## config.mk

```make
export PLATFORM = sky130hd
export DESIGN_NAME = seq_pattern_tx
export DESIGN_NICKNAME = d
export VERILOG_FILES = /design/src/rtl/seq_tx_pkg.sv /design/src/rtl/pat_piso.sv /design/src/rtl/seq_pattern_tx.sv
export SDC_FILE = /design/constraint.sdc
export NUM_CORES = 1
export LEC_CHECK = 0
export BUFFER_PORTS_ARGS = -buffer_cell sky130_fd_sc_hd__clkbuf_2
export CELL_PAD_IN_SITES_DETAIL_PLACEMENT = 1
export CELL_PAD_IN_SITES_GLOBAL_PLACEMENT = 2
export CORE_MARGIN = 1
export CORE_UTILIZATION = 33
export CTS_BUF_LIST = sky130_fd_sc_hd__clkbuf_4 sky130_fd_sc_hd__clkbuf_8
export DETAILED_ROUTE_END_ITERATION = 7
export PLACE_DENSITY = 0.84
export REMOVE_ABC_BUFFERS = 1
export SLEW_MARGIN = 30
export SYNTH_ARGS = -nofsm -noshare
export SYNTH_HDL_FRONTEND = slang
export SYNTH_HIERARCHICAL = 1
export SYNTH_SLANG_ARGS = --single-unit
```

## constraint.sdc

```tcl
create_clock -name clk -period 2.28 [get_ports clk]
set_input_delay 0.342 -clock clk [delete_from_list [all_inputs] [get_ports clk]]
set_output_delay 0.342 -clock clk [all_outputs]
set_load 0.01 [all_outputs]
```

## src/rtl/seq_tx_pkg.sv

```systemverilog
// Shared definitions for the serial pattern transmitter.
//   state_e : FSM state encoding (also exported on the debug state port)
//   clog2   : ceiling log2 used to size the bit counter (minimum 1 bit)
package seq_tx_pkg;

    typedef enum logic [1:0] {
        S_IDLE  = 2'b00,
        S_SHIFT = 2'b01,
        S_GAP   = 2'b10,
        S_DONE  = 2'b11
    } state_e;

    function automatic int clog2(input int value);
        int w;
        w = 0;
        while ((1 << w) < value) begin
            w = w + 1;
        end
        return (w == 0) ? 1 : w;
    endfunction

endpackage

```

## src/rtl/pat_piso.sv

```systemverilog
// Parallel-load, shift-left register holding the pattern being sent.
// The bit currently on the line is always the MSB.
//   clk, reset : clock and asynchronous active-low reset
//   load       : capture load_val (takes priority over shift)
//   shift      : shift left by one, zero fill
//   load_val   : parallel load value
//   msb        : current MSB
module pat_piso #(
    parameter int                PAT_W       = 4,
    parameter logic [PAT_W-1:0]  DEFAULT_PAT = 4'b1010
) (
    input  logic             clk,
    input  logic             reset,
    input  logic             load,
    input  logic             shift,
    input  logic [PAT_W-1:0] load_val,
    output logic             msb
);

    logic [PAT_W-1:0] data_q;
    logic [PAT_W-1:0] data_d;

    always_comb begin
        data_d = data_q;
        if (load) begin
            data_d = load_val;
        end else if (shift) begin
            data_d = {data_q[PAT_W-2:0], 1'b0};
        end
    end

    always_ff @(posedge clk or negedge reset) begin
        if (!reset) begin
            data_q <= DEFAULT_PAT;
        end else begin
            data_q <= data_d;
        end
    end

    assign msb = data_q[PAT_W-1];

endmodule

```

## src/rtl/seq_pattern_tx.sv

```systemverilog
// Serial pattern transmitter: sends a PAT_W-bit pattern MSB-first, one bit
// per clock, repeat_n+1 times with gap idle cycles between repetitions.
//   clk, reset   : clock and asynchronous active-low reset
//   start        : transfer request, accepted only while ready=1
//   pattern, repeat_n, gap : transfer parameters, sampled on accept
//   abort        : end the transfer in progress (ignored in IDLE)
//   ready / busy : IDLE / (SHIFT or GAP) indicators
//   out, out_valid, frame_start : serial bit, its qualifier, first-bit marker
//   done         : one-cycle pulse after the last bit of a completed transfer
//   state_dbg    : current FSM state
// Handshake: a transfer is accepted on a rising edge where start=1 and
// ready=1; start at any other time has no effect.
module seq_pattern_tx
    import seq_tx_pkg::*;
#(
    parameter int               PAT_W       = 4,
    parameter logic [PAT_W-1:0] DEFAULT_PAT = 4'b1010,
    parameter int               CNT_W       = 8,
    parameter int               GAP_W       = 4
) (
    input  logic             clk,
    input  logic             reset,
    input  logic             start,
    input  logic [PAT_W-1:0] pattern,
    input  logic [CNT_W-1:0] repeat_n,
    input  logic [GAP_W-1:0] gap,
    input  logic             abort,
    output logic             ready,
    output logic             busy,
    output logic             out,
    output logic             out_valid,
    output logic             frame_start,
    output logic             done,
    output logic [1:0]       state_dbg
);

    localparam int               BIT_W    = clog2(PAT_W);
    localparam logic [BIT_W-1:0] BIT_LAST = BIT_W'(PAT_W - 1);

    state_e           state_q, state_d;
    logic [BIT_W-1:0] bit_cnt_q, bit_cnt_d;
    logic [CNT_W-1:0] rep_cnt_q, rep_cnt_d;
    logic [GAP_W-1:0] gap_cnt_q, gap_cnt_d;
    logic [GAP_W-1:0] gap_val_q, gap_val_d;
    logic [PAT_W-1:0] pat_q, pat_d;
    logic             ready_q, ready_d;
    logic             busy_q, busy_d;
    logic             out_valid_q, out_valid_d;
    logic             frame_start_q, frame_start_d;
    logic             done_q, done_d;

    logic             piso_load;
    logic             piso_shift;
    logic [PAT_W-1:0] piso_val;
    logic             piso_msb;

    always_comb begin
        state_d       = state_q;
        bit_cnt_d     = bit_cnt_q;
        rep_cnt_d     = rep_cnt_q;
        gap_cnt_d     = gap_cnt_q;
        gap_val_d     = gap_val_q;
        pat_d         = pat_q;
        ready_d       = 1'b0;
        busy_d        = 1'b0;
        out_valid_d   = 1'b0;
        frame_start_d = 1'b0;
        done_d        = 1'b0;
        piso_load     = 1'b0;
        piso_shift    = 1'b0;
        piso_val      = pat_q;

        case (state_q)
            S_IDLE: begin
                ready_d = 1'b1;
                if (start) begin
                    pat_d         = pattern;
                    rep_cnt_d     = repeat_n;
                    gap_val_d     = gap;
                    bit_cnt_d     = BIT_LAST;
                    piso_load     = 1'b1;
                    piso_val      = pattern;
                    state_d       = S_SHIFT;
                    ready_d       = 1'b0;
                    busy_d        = 1'b1;
                    out_valid_d   = 1'b1;
                    frame_start_d = 1'b1;
                end
            end
            S_SHIFT: begin
                if (abort) begin
                    state_d = S_IDLE;
                    ready_d = 1'b1;
                end else if (bit_cnt_q != '0) begin
                    piso_shift  = 1'b1;
                    bit_cnt_d   = bit_cnt_q - BIT_W'(1);
                    busy_d      = 1'b1;
                    out_valid_d = 1'b1;
                end else if (rep_cnt_q == '0) begin
                    state_d = S_DONE;
                    done_d  = 1'b1;
                end else if (gap_val_q == '0) begin
                    // Back-to-back repetition: reload with no idle bubble.
                    piso_load     = 1'b1;
                    bit_cnt_d     = BIT_LAST;
                    rep_cnt_d     = rep_cnt_q - CNT_W'(1);
                    busy_d        = 1'b1;
                    out_valid_d   = 1'b1;
                    frame_start_d = 1'b1;
                end else begin
                    state_d   = S_GAP;
                    gap_cnt_d = gap_val_q;
                    rep_cnt_d = rep_cnt_q - CNT_W'(1);
                    busy_d    = 1'b1;
                end
            end
            S_GAP: begin
                if (abort) begin
                    state_d = S_IDLE;
                    ready_d = 1'b1;
                end else if (gap_cnt_q == GAP_W'(1)) begin
                    // Last idle cycle: the next cycle carries the MSB.
                    piso_load     = 1'b1;
                    bit_cnt_d     = BIT_LAST;
                    state_d       = S_SHIFT;
                    busy_d        = 1'b1;
                    out_valid_d   = 1'b1;
                    frame_start_d = 1'b1;
                end else begin
                    gap_cnt_d = gap_cnt_q - GAP_W'(1);
                    busy_d    = 1'b1;
                end
            end
            S_DONE: begin
                state_d = S_IDLE;
                ready_d = 1'b1;
            end
            default: begin
                state_d = S_IDLE;
                ready_d = 1'b1;
            end
        endcase
    end

    always_ff @(posedge clk or negedge reset) begin
        if (!reset) begin
            state_q       <= S_IDLE;
            bit_cnt_q     <= '0;
            rep_cnt_q     <= '0;
            gap_cnt_q     <= '0;
            gap_val_q     <= '0;
            pat_q         <= DEFAULT_PAT;
            ready_q       <= 1'b1;
            busy_q        <= 1'b0;
            out_valid_q   <= 1'b0;
            frame_start_q <= 1'b0;
            done_q        <= 1'b0;
        end else begin
            state_q       <= state_d;
            bit_cnt_q     <= bit_cnt_d;
            rep_cnt_q     <= rep_cnt_d;
            gap_cnt_q     <= gap_cnt_d;
            gap_val_q     <= gap_val_d;
            pat_q         <= pat_d;
            ready_q       <= ready_d;
            busy_q        <= busy_d;
            out_valid_q   <= out_valid_d;
            frame_start_q <= frame_start_d;
            done_q        <= done_d;
        end
    end

    pat_piso #(
        .PAT_W       (PAT_W),
        .DEFAULT_PAT (DEFAULT_PAT)
    ) u_piso (
        .clk      (clk),
        .reset    (reset),
        .load     (piso_load),
        .shift    (piso_shift),
        .load_val (piso_val),
        .msb      (piso_msb)
    );

    // The shift register always holds a value, so the line is forced low
    // whenever no bit is being qualified.
    assign out         = piso_msb & out_valid_q;
    assign ready       = ready_q;
    assign busy        = busy_q;
    assign out_valid   = out_valid_q;
    assign frame_start = frame_start_q;
    assign done        = done_q;
    assign state_dbg   = state_q;

endmodule

```

== After elaboration in Yosys (flattened, before gate mapping) ==
Index checks and enable logic that the tools add are counted.
Word-level totals
  register bits: 33
  bits of input ports: 20
  word-level logic and storage cells: 105
Operators by class
  add/sub/neg operators: 3
  equal/unequal tests: 17
  mux-type cells: 58
  bitwise gates (word level): 1
  reductions and logical operators: 14
Operators by type and width (number)
  $mux 4: 10
  $mux 8: 4
  $mux 2: 14
  $mux 1: 22
  $ne 2x2->1 const B: 8
  $pmux 8 s2: 1
  $reduce_and 7->1: 2
  $ne 3x3->1 const B: 4
  $pmux 1 s3: 4
  $logic_not 8->1: 1
  $pmux 2 s4: 1
  $pmux 4 s2: 1
  $reduce_bool 2->1: 4
  $sub 8x1->8 const B: 1
  $pmux 2 s3: 1
  $reduce_and 5->1: 1
  $eq 2x2->1 const B: 2
  $eq 4x1->1 const B: 1
  $logic_not 4->1: 1
  $ne 4x4->1 const B: 1
  $reduce_and 4->1: 1
  $sub 4x1->4 const B: 1
  $reduce_bool 3->1: 1
  $eq 2x1->1 const B: 1
  5 further kinds: 5

== Longest topological paths before layout ==
Gate-level depths: netlist of the first run.
  word-level depth: 7
  depth in mapped cells: 9
  gate-level depth less buffers: 8

== Modules after synthesis ==
Netlist of the first run, hierarchy kept.
By module, submodules not included
  seq_pattern_tx: instances 1, cells an instance 180, area each 1732.9 um^2, sequential area each 729.4 um^2
  pat_piso: instances 1, cells an instance 15, area each 171.4 um^2, sequential area each 102.6 um^2

== Worst setup path after synthesis of the first run ==
No wires, ideal clock.
  kind: flip-flop to flip-flop
  start point: register state_q[0] (netlist: state_dbg[0])
  end point: register u_piso.data_q[0]
  arrival: 2.057 ns
  data required time: 2.159 ns
  slack: 0.102 ns
  stages on the path, launching flop included: 9
  buffers on the path: 1
  clock period less this slack: 2.178 ns
  path through: dfrtp_1 > inv_1 > ha_1 > clkbuf_1 > inv_1 > o31a_1 > a21oi_1 > nor2_1 > a22o_1
Between the ends
  word-level cells in the longest chain between the ends: 3
  elaborated cells between the ends (all ways): 8
Ends and longest elaborated chain
  start: declaration: line seq_pattern_tx.sv:40  | state_e state_q, state_d;
  start signal: assignment: line seq_pattern_tx.sv:159  | state_q <= state_d;
  $eq 2x2->1 (tied with other cells)
  $pmux 1 s3 (*)
  via frame_start_d: line seq_pattern_tx.sv:49  | logic frame_start_q, frame_start_d;
  $mux 4 / $reduce_bool 2->1 (equally long branches)
  end signal: assignment: line pat_piso.sv:36  | data_q <= data_d;
  end: declaration: line pat_piso.sv:20  | logic [PAT_W-1:0] data_q;
The timed path passes the listed nets; every way through them passes the cells marked *.
A chain may end at the register's enable or synchronous reset.

== Worst setup path after layout of the first run ==
  start point: register rep_cnt_q[0]
  end point: register gap_cnt_q[3]
Between the ends
  word-level cells in the longest chain between the ends: 3
Ends and longest elaborated chain
  start: declaration: line seq_pattern_tx.sv:42  | logic [CNT_W-1:0] rep_cnt_q, rep_cnt_d;
  start signal: assignment: line seq_pattern_tx.sv:161  | rep_cnt_q <= rep_cnt_d;
  $logic_not 8->1: line seq_pattern_tx.sv:99  | end else if (rep_cnt_q == '0) begin
  $ne 2x2->1 (no source line)
  $reduce_and 7->1 (no source line)
  end signal: assignment: line seq_pattern_tx.sv:162  | gap_cnt_q <= gap_cnt_d;
  end: declaration: line seq_pattern_tx.sv:43  | logic [GAP_W-1:0] gap_cnt_q, gap_cnt_d;
Every way passes these cells.

==> metrics.txt, run 1 <==
status=completed; post-CTS resize count=0; pin count of the biggest net entering global routing=34; data arrival time of the critical path=2.25 ns; via count=1,626; share of synthesized area spent on multiplexers=8.41%; mean number of vias per cell=5.33; Worst setup EP type=flip-flop; Area Growth Syn to Fin=21.0%; TritonCTS clock tree=built; Post-synth top cells=sky130_fd_sc_hd__dfrtp_1, sky130_fd_sc_hd__nand2_1, sky130_fd_sc_hd__a21oi_1, sky130_fd_sc_hd__inv_1; number of failing setup endpoints in the final timing report=0; buffer levels on the longest clock path=2; final hold vios=0; WS Path Type=reg -> reg; Std-Cell Core Area=0.00554 sq mm; post-synthesis cell type count=48; library cell occupying the most area in the post-synthesis netlist=sky130_fd_sc_hd__dfrtp_1; synthesized-area fraction occupied by xor and xnor cells=0%; final period demand of the worst path=2.08 ns; hold_buf cts=0; sum of negative setup slack=0 ns; std cell rows=27; final-stage net count=262; ant diodes=0; area share of the largest cell type after synthesis=36.8%; part of the Yosys area used for sequential elements=43.7%; final-report max-slew violation count=0; per-instance average area after synthesis=9.77 sq um; number of antenna violations at the first check in global routing=0; final core occ=41.6%; CP Launch Type=flip-flop; average detailed-routed wire length per instance=15.4 um; initial cell density of the core=34.4%; buffer count from post-CTS setup fixing=0; crit path max fanout=7; residual overflow from global routing=0; worst hold path type=in -> async; Layout fillers=between 600 and 700; Post-route DRC=0; top-count cell post-synth=sky130_fd_sc_hd__dfrtp_1; largest family of logic cells by synthesized area=compound AO/OA/AOI/OAI gates; number of enable-type register cells in the synthesized netlist=0; post-synthesis share of cell area spent on full adders, half adders and majority gates=6.57%; wire length of the first global-routing pass=8140 um; clock buffers created by TritonCTS=5; gr usage total=17.1%; ratio of cells with drive above 1 in the final layout=27.5%; final-layout worst hold slack=0.113 ns; residual antenna-violating net count after detailed routing=0; FF+latch count, synth=33; setup repair after global routing missed its margin=false; ranking of synthesized cells by area=sky130_fd_sc_hd__dfrtp_1, sky130_fd_sc_hd__dfstp_2, sky130_fd_sc_hd__ha_1, sky130_fd_sc_hd__mux2_2, sky130_fd_sc_hd__mux2i_1; Leak Pwr=between 1 and 1.5 nW; transition at the pin with the smallest max-transition slack=0.740 ns; Post-Synth Simple-Gate Area=roughly 18%; routability cong.=approximately 0.8; final routed wirelength across all metal layers=roughly 4700 um; post-synthesis compound-gate area fraction=19.6%; largest voltage drop on the vdd net=0.449 mV; number of cells after detailed placement=between 200 and 300; die boundary height=78.0 um; Max Clock Freq=0.480 GHz; prevailing post-synth register cell=sky130_fd_sc_hd__dfrtp_1; register-to-register path setup slack=about 0.20 ns; Clock transition at path regs=~0.07 ns; setup skew after layout=0.00839 ns; Detail Placement HPWL=between 3000 and 4000 um; number of clock sinks seen by CTS=33; total of buffers placed on input and output ports=27; Syn. warnings=6; ports placed on the boundary=28; vias in the first global route=1,709; Clock Root Buffer=sky130_fd_sc_hd__clkbuf_8; CTS H-tree depth=2; Max Cap Viol=0; required time of the critical path=between 2 and 2.5 ns; fraction of the cycle the final worst path needs=between 90 and 100%; length of the first detailed-routing pass in iterations=4; die width=just under 80 um; fin cells=305; Initial DRC Count=54; synthesized netlist cell count=a little under 200; async set-reset flop share out of synthesis=100%; insertion delay to the later sink of the worst-skew pair=between 0.2 and 0.3 ns; mapped cell area=0.00190 sq mm; Rel. slew slack=50.6%; pwr/cell area=1340 mW/mm^2; floorplan die area=about 0.006 sq mm
-- routing by layer --
layer  part of all wire (%)  track usage [%]  vias up  wire length, um
met2                     48             28.9       26             2270
met3                    2.9             3.88        7              138
li1                       -                -      791                -
met5                      0                0        -                0
met4                    1.1             4.44        0               50
met1                     48             21.9      802             2250
-- worst max-delay path, stage by stage, from the launching register on --
cell	delay [ns]
sky130_fd_sc_hd__dfrtp_1	0.40
sky130_fd_sc_hd__inv_1	0.12
sky130_fd_sc_hd__ha_1	0.20
sky130_fd_sc_hd__nor4b_4	0.35
sky130_fd_sc_hd__nand3_1	0.34
sky130_fd_sc_hd__buf_4	0.26
sky130_fd_sc_hd__a41oi_1	0.20
sky130_fd_sc_hd__nand3b_1	0.10
-- sequential cells by signal, indices dropped and copies added, names as in the netlist --
signal / count
ready: 1
out_valid: 1
busy: 1
state_dbg: 2
done: 1
u_piso/data_q: 4
gap_val_q: 4
pat_q: 4
frame_start: 1
rep_cnt_q: 8
bit_cnt_q: 2
gap_cnt_q: 4
-- cells in the final DEF (no fill, tap or decap), drive strengths merged, types with 2 or more instances in the layout --
master	instances
mux2	8
a31oi	8
nand4	2
o31ai	2
nor4	2
nand3b	2
a21boi	3
and2	3
nor2b	3
a21oi	11
dfrtp	28
nor2	8
dfstp	5
o21ai	13
nand2	14
a41oi	2
inv	11
nor3	4
or3b	2
clkbuf	31
mux2i	7
ha	10
buf	12
nand2b	5
a211oi	2
or3	2
o22ai	2
a22o	2
nand3	10
-- per-stage QoR --
stage	total power, mW	area (sq um)	setup slack [ns]
floorplan	2.03	1870	-0.109
global placement	2.49	2180	0.168
detailed placement	2.54	2180	0.0801
CTS	3.12	2300	0.0317
global route	3.36	2300	0.0396
finish	3.10	2300	0.197
-- final cells by class --
class                   instances  area (sq um)  share of cell area, %
multi-input cells             143          1010                   43.8
inverters                      11          41.3                   1.79
well taps                      72          90.1                   3.91
flip-flops and latches         33           832                   36.1
repair buffers                 38           218                   9.45
clock inverters                 3          46.3                   2.01
clock buffers                   5          68.8                   2.99
-- logic make-up after synthesis --
logic type,count (synthesis)
fa+ha+maj,10
simple gates,62
mux,15
flops,33
compound gates,56
buf+inv,19
-- path summary, 6_finish.rpt --
path,from,end,depth (start not counted)
hold reg to reg,pat_q[2],pat_q[2],1
setup reg to reg,rep_cnt_q[0],gap_cnt_q[3],7
max in group asynchronous,reset,gap_cnt_q[3],1
min in group clk,start,ready,2
setup / recovery,rep_cnt_q[0],gap_cnt_q[3],7
hold / removal,reset,rep_cnt_q[4],1
-- power breakdown --
part	total (mW)	switching, mW	internal, mW
registers	1.11	0.221	0.885
clock network	0.568	0.240	0.327
logic	1.42	0.772	0.653
Note: power is estimated with default switching activity, not from simulation.
==> run 2, diff against run 1 <==
--- a/config.mk
+++ b/config.mk
@@ -6,12 +6,14 @@
 export NUM_CORES = 1
 export LEC_CHECK = 0
+export ABC_AREA = 1
 export BUFFER_PORTS_ARGS = -buffer_cell sky130_fd_sc_hd__clkbuf_2
 export CELL_PAD_IN_SITES_DETAIL_PLACEMENT = 1
 export CELL_PAD_IN_SITES_GLOBAL_PLACEMENT = 2
 export CORE_MARGIN = 1
-export CORE_UTILIZATION = 33
+export CORE_UTILIZATION = 30
 export CTS_BUF_LIST = sky130_fd_sc_hd__clkbuf_4 sky130_fd_sc_hd__clkbuf_8
 export DETAILED_ROUTE_END_ITERATION = 7
-export PLACE_DENSITY = 0.84
+export HOLD_SLACK_MARGIN = 0.12
+export PLACE_DENSITY = 0.85
 export REMOVE_ABC_BUFFERS = 1
 export SLEW_MARGIN = 30
==> constraint.sdc (replaced) <==
create_clock -name clk -period 2.28 [get_ports clk]
set_input_delay 0.228 -clock clk [delete_from_list [all_inputs] [get_ports clk]]
set_output_delay 0.228 -clock clk [all_outputs]
set_load 0.01 [all_outputs]
==> run 2 against run 1 <==
Sequential cell count unchanged. Register-to-register slack improved by 0.05 ns. Sequential share of layout area decreased by 1.4 points. Critical endpoint is now u_piso/data_q[2]. Cell count up 31%. Worst setup slack improved by 0.054 ns. Critical path type unchanged. Synthesized area grew 6.6%.
==> metrics.txt, run 2 <==
dpl ws=0.0906 ns; WS Path Type=reg -> reg; std cell rows=29; per-instance average area after synthesis=7.05 sq um; FF+latch count, synth=33; final hold vios=0; data arrival time of the critical path=2.21 ns; sum of negative setup slack=0 ns; CTS H-tree depth=2; mapped cell area=0.00203 sq mm; ranking of synthesized cells by area=sky130_fd_sc_hd__dfrtp_1, sky130_fd_sc_hd__nand2_1, sky130_fd_sc_hd__nand3_1, sky130_fd_sc_hd__dfstp_2, sky130_fd_sc_hd__ha_1; status=completed; register-to-register path setup slack=approximately 0.25 ns; crit path max fanout=8; area share of the largest cell type after synthesis=about a third; Layout fillers=around 830; number of failing setup endpoints in the final timing report=0; final period demand of the worst path=2.03 ns; Max Cap Viol=0; ports placed on the boundary=28; gr usage total=between 10% and 20%; worst hold path type=in -> reg; final-stage net count=roughly 350; CP Launch Type=flip-flop; final-layout worst hold slack=between 0.1 and 0.15 ns; die width=~84 um; pwr/cell area=1550 mW/mm^2; max FFs per register=8; residual overflow from global routing=0; largest stage delay on the critical path=0.44 ns; most used cell along the critical path=sky130_fd_sc_hd__inv_1; die boundary height=84.3 um; top library cells by usage in the layout, fill and taps aside=sky130_fd_sc_hd__nand2_1, sky130_fd_sc_hd__nand3_1, sky130_fd_sc_hd__inv_1, sky130_fd_sc_hd__dfrtp_1; Area Growth Syn to Fin=18.2%; floorplan die area=0.00710 sq mm; Layout Cell Area excl Fill=0.00240 sq mm; top-count cell post-synth=sky130_fd_sc_hd__nand2_1; via count=~1,900; average detailed-routed wire length per instance=12.6 um; final routed wirelength across all metal layers=5060 um; instance area after placement=0.00225 sq mm; Leak Pwr=1.30 nW; overall power after layout=3.73 mW; transition at the pin with the smallest max-transition slack=0.764 ns; Post-route DRC=0; Std-Cell Core Area=0.00642 sq mm; library cell occupying the most area in the post-synthesis netlist=sky130_fd_sc_hd__dfrtp_1; prevailing post-synth register cell=sky130_fd_sc_hd__dfrtp_1; largest voltage drop on the vdd net=a little over 0.6 mV; register with the most flip-flops=rep_cnt_q; routability cong.=0.796; area taken by multi-input logic gates=between 0.001 and 0.0015 sq mm; required time of the critical path=2.46 ns; final-report max-slew violation count=0; total of buffers placed on input and output ports=27; mean number of vias per cell=4.64; async set-reset flop share out of synthesis=100%; Clock Root Buffer=sky130_fd_sc_hd__clkbuf_8; part of the Yosys area used for sequential elements=41.0%; Detail Placement HPWL=3860 um; Final WS setup=0.251 ns; wire length of the first global-routing pass=approximately 9000 um; most frequent standard cell in the layout excluding fill and tap cells=sky130_fd_sc_hd__nand2_1; Rel. slew slack=49.1%; number of antenna violations at the first check in global routing=0; post-synthesis cell type count=23; footprint of the flip-flops and latches=832 sq um; synthesized netlist cell count=288; setup repair after global routing missed its margin=false; pin count of the biggest net entering global routing=34; number of clock sinks seen by CTS=33; buffer levels on the longest clock path=2; length of the first detailed-routing pass in iterations=4; Critical-path top delay cell=sky130_fd_sc_hd__dfrtp_1; Syn. warnings=6; initial cell density of the core=31.6%; Max Clock Freq=0.493 GHz; Initial DRC Count=74; Worst setup EP type=flip-flop; TritonCTS clock tree=built; insertion delay to the later sink of the worst-skew pair=about 0.29 ns; ratio of cells with drive above 1 in the final layout=18.0%; clock buffers created by TritonCTS=5; cell breakdown of the critical path=inv_1 -> ha_2 -> inv_2 -> nor2_2 -> inv_1 -> o21ai_2 -> inv_1 -> a21oi_1 -> buf_4 -> nor2_2 -> nand2_1 -> nand3_1; number of enable-type register cells in the synthesized netlist=0; setup skew after layout=approximately 0.0046 ns; ant diodes=0; vias in the first global route=roughly 1,900; Post-synth top cells=sky130_fd_sc_hd__nand2_1, sky130_fd_sc_hd__nand3_1, sky130_fd_sc_hd__dfrtp_1, sky130_fd_sc_hd__inv_1, sky130_fd_sc_hd__nor2_1; residual antenna-violating net count after detailed routing=0; Clock transition at path regs=0.07 ns; fraction of the cycle the final worst path needs=around nine tenths
-- run 2: cell types whose count changed after synthesis, moves of 4 or more --
cell                       delta
sky130_fd_sc_hd__nand2b_1     -5
sky130_fd_sc_hd__inv_1       +17
sky130_fd_sc_hd__clkbuf_1     -6
sky130_fd_sc_hd__mux2_2       -8
sky130_fd_sc_hd__nor2_2       +4
sky130_fd_sc_hd__nor2_1      +18
sky130_fd_sc_hd__nand2_1    +101
sky130_fd_sc_hd__nor3_1       -4
sky130_fd_sc_hd__inv_2        +4
sky130_fd_sc_hd__mux2i_1      -7
sky130_fd_sc_hd__a31oi_1      -8
sky130_fd_sc_hd__nand3_1     +19
-- run 2: final cells by class --
type	count	share of cell area (%)
clock buffer	5	2.87
inverter	34	5.53
sequential	33	34.7
clock inverter	3	2.71
timing repair buffer	30	6.68
multi-input combinational	218	43.5
tap	77	4.02
-- run 2: logic make-up after synthesis --
logic type               share of synthesized area, %
AO/OA/AOI/OAI                                    6.41
adder cells (fa/ha/maj)                          6.17
buffers and inverters                            7.89
flip-flops                                       41.0
AND/OR/NAND/NOR                                  38.5
-- run 2: where the power goes --
group	switching (mW)	leakage (nW)	internal, mW
sequential	0.219	0.402	0.891
clock	0.226	0.0681	0.434
combinational	1.28	0.833	0.682
-- run 2: metal layers --
| layer | part of all wire [%] | wire [um] | GRT usage, % |
|---|---|---|---|
| met3 | 1.9 | 95 | 2.36 |
| met2 | 45 | 2290 | 24.6 |
| met1 | 51 | 2570 | 22.3 |
| met5 | 0 | 0 | 0 |
| met4 | 1.9 | 95 | 6.11 |
-- run 2: per-stage QoR --
stage | utilization [%] | instances
CTS | 37.2 | 400
floorplan | - | 285
finish | 37.3 | 400
global placement | 35.0 | 391
detailed placement | 35.0 | 391
global route | 37.3 | 400
-- run 2: final timing paths --
path                              start          endpoint  cells after the start
setup reg to reg           state_dbg[0]  u_piso/data_q[2]                     12
max in group asynchronous         reset      gap_cnt_q[1]                      2
hold / removal                   gap[2]      gap_val_q[2]                      3
min in group asynchronous         reset      rep_cnt_q[3]                      2
hold reg to reg            bit_cnt_q[1]      bit_cnt_q[1]                      2
setup / recovery           state_dbg[0]  u_piso/data_q[2]                     12
-- run 2: critical path: cells and delay by family, from the launching register on --
| family | cells | cell delay, ns |
|---|---|---|
| buffers and inverters | 5 | 0.55 |
| and+or+nand+nor | 4 | 0.36 |
| AOI/OAI and AO/OA | 2 | 0.31 |
| adders and majority gates | 1 | 0.28 |
| DFF | 1 | 0.44 |
-- run 2: repair_timing --
action | in CTS | in global routing
setup buffers | 0 | 0
gates resized for setup | 0 | 2
hold buffers | 1 | 0
endpoints found under the setup margin | 0 | 4
hold endpoints to repair | 28 | 0
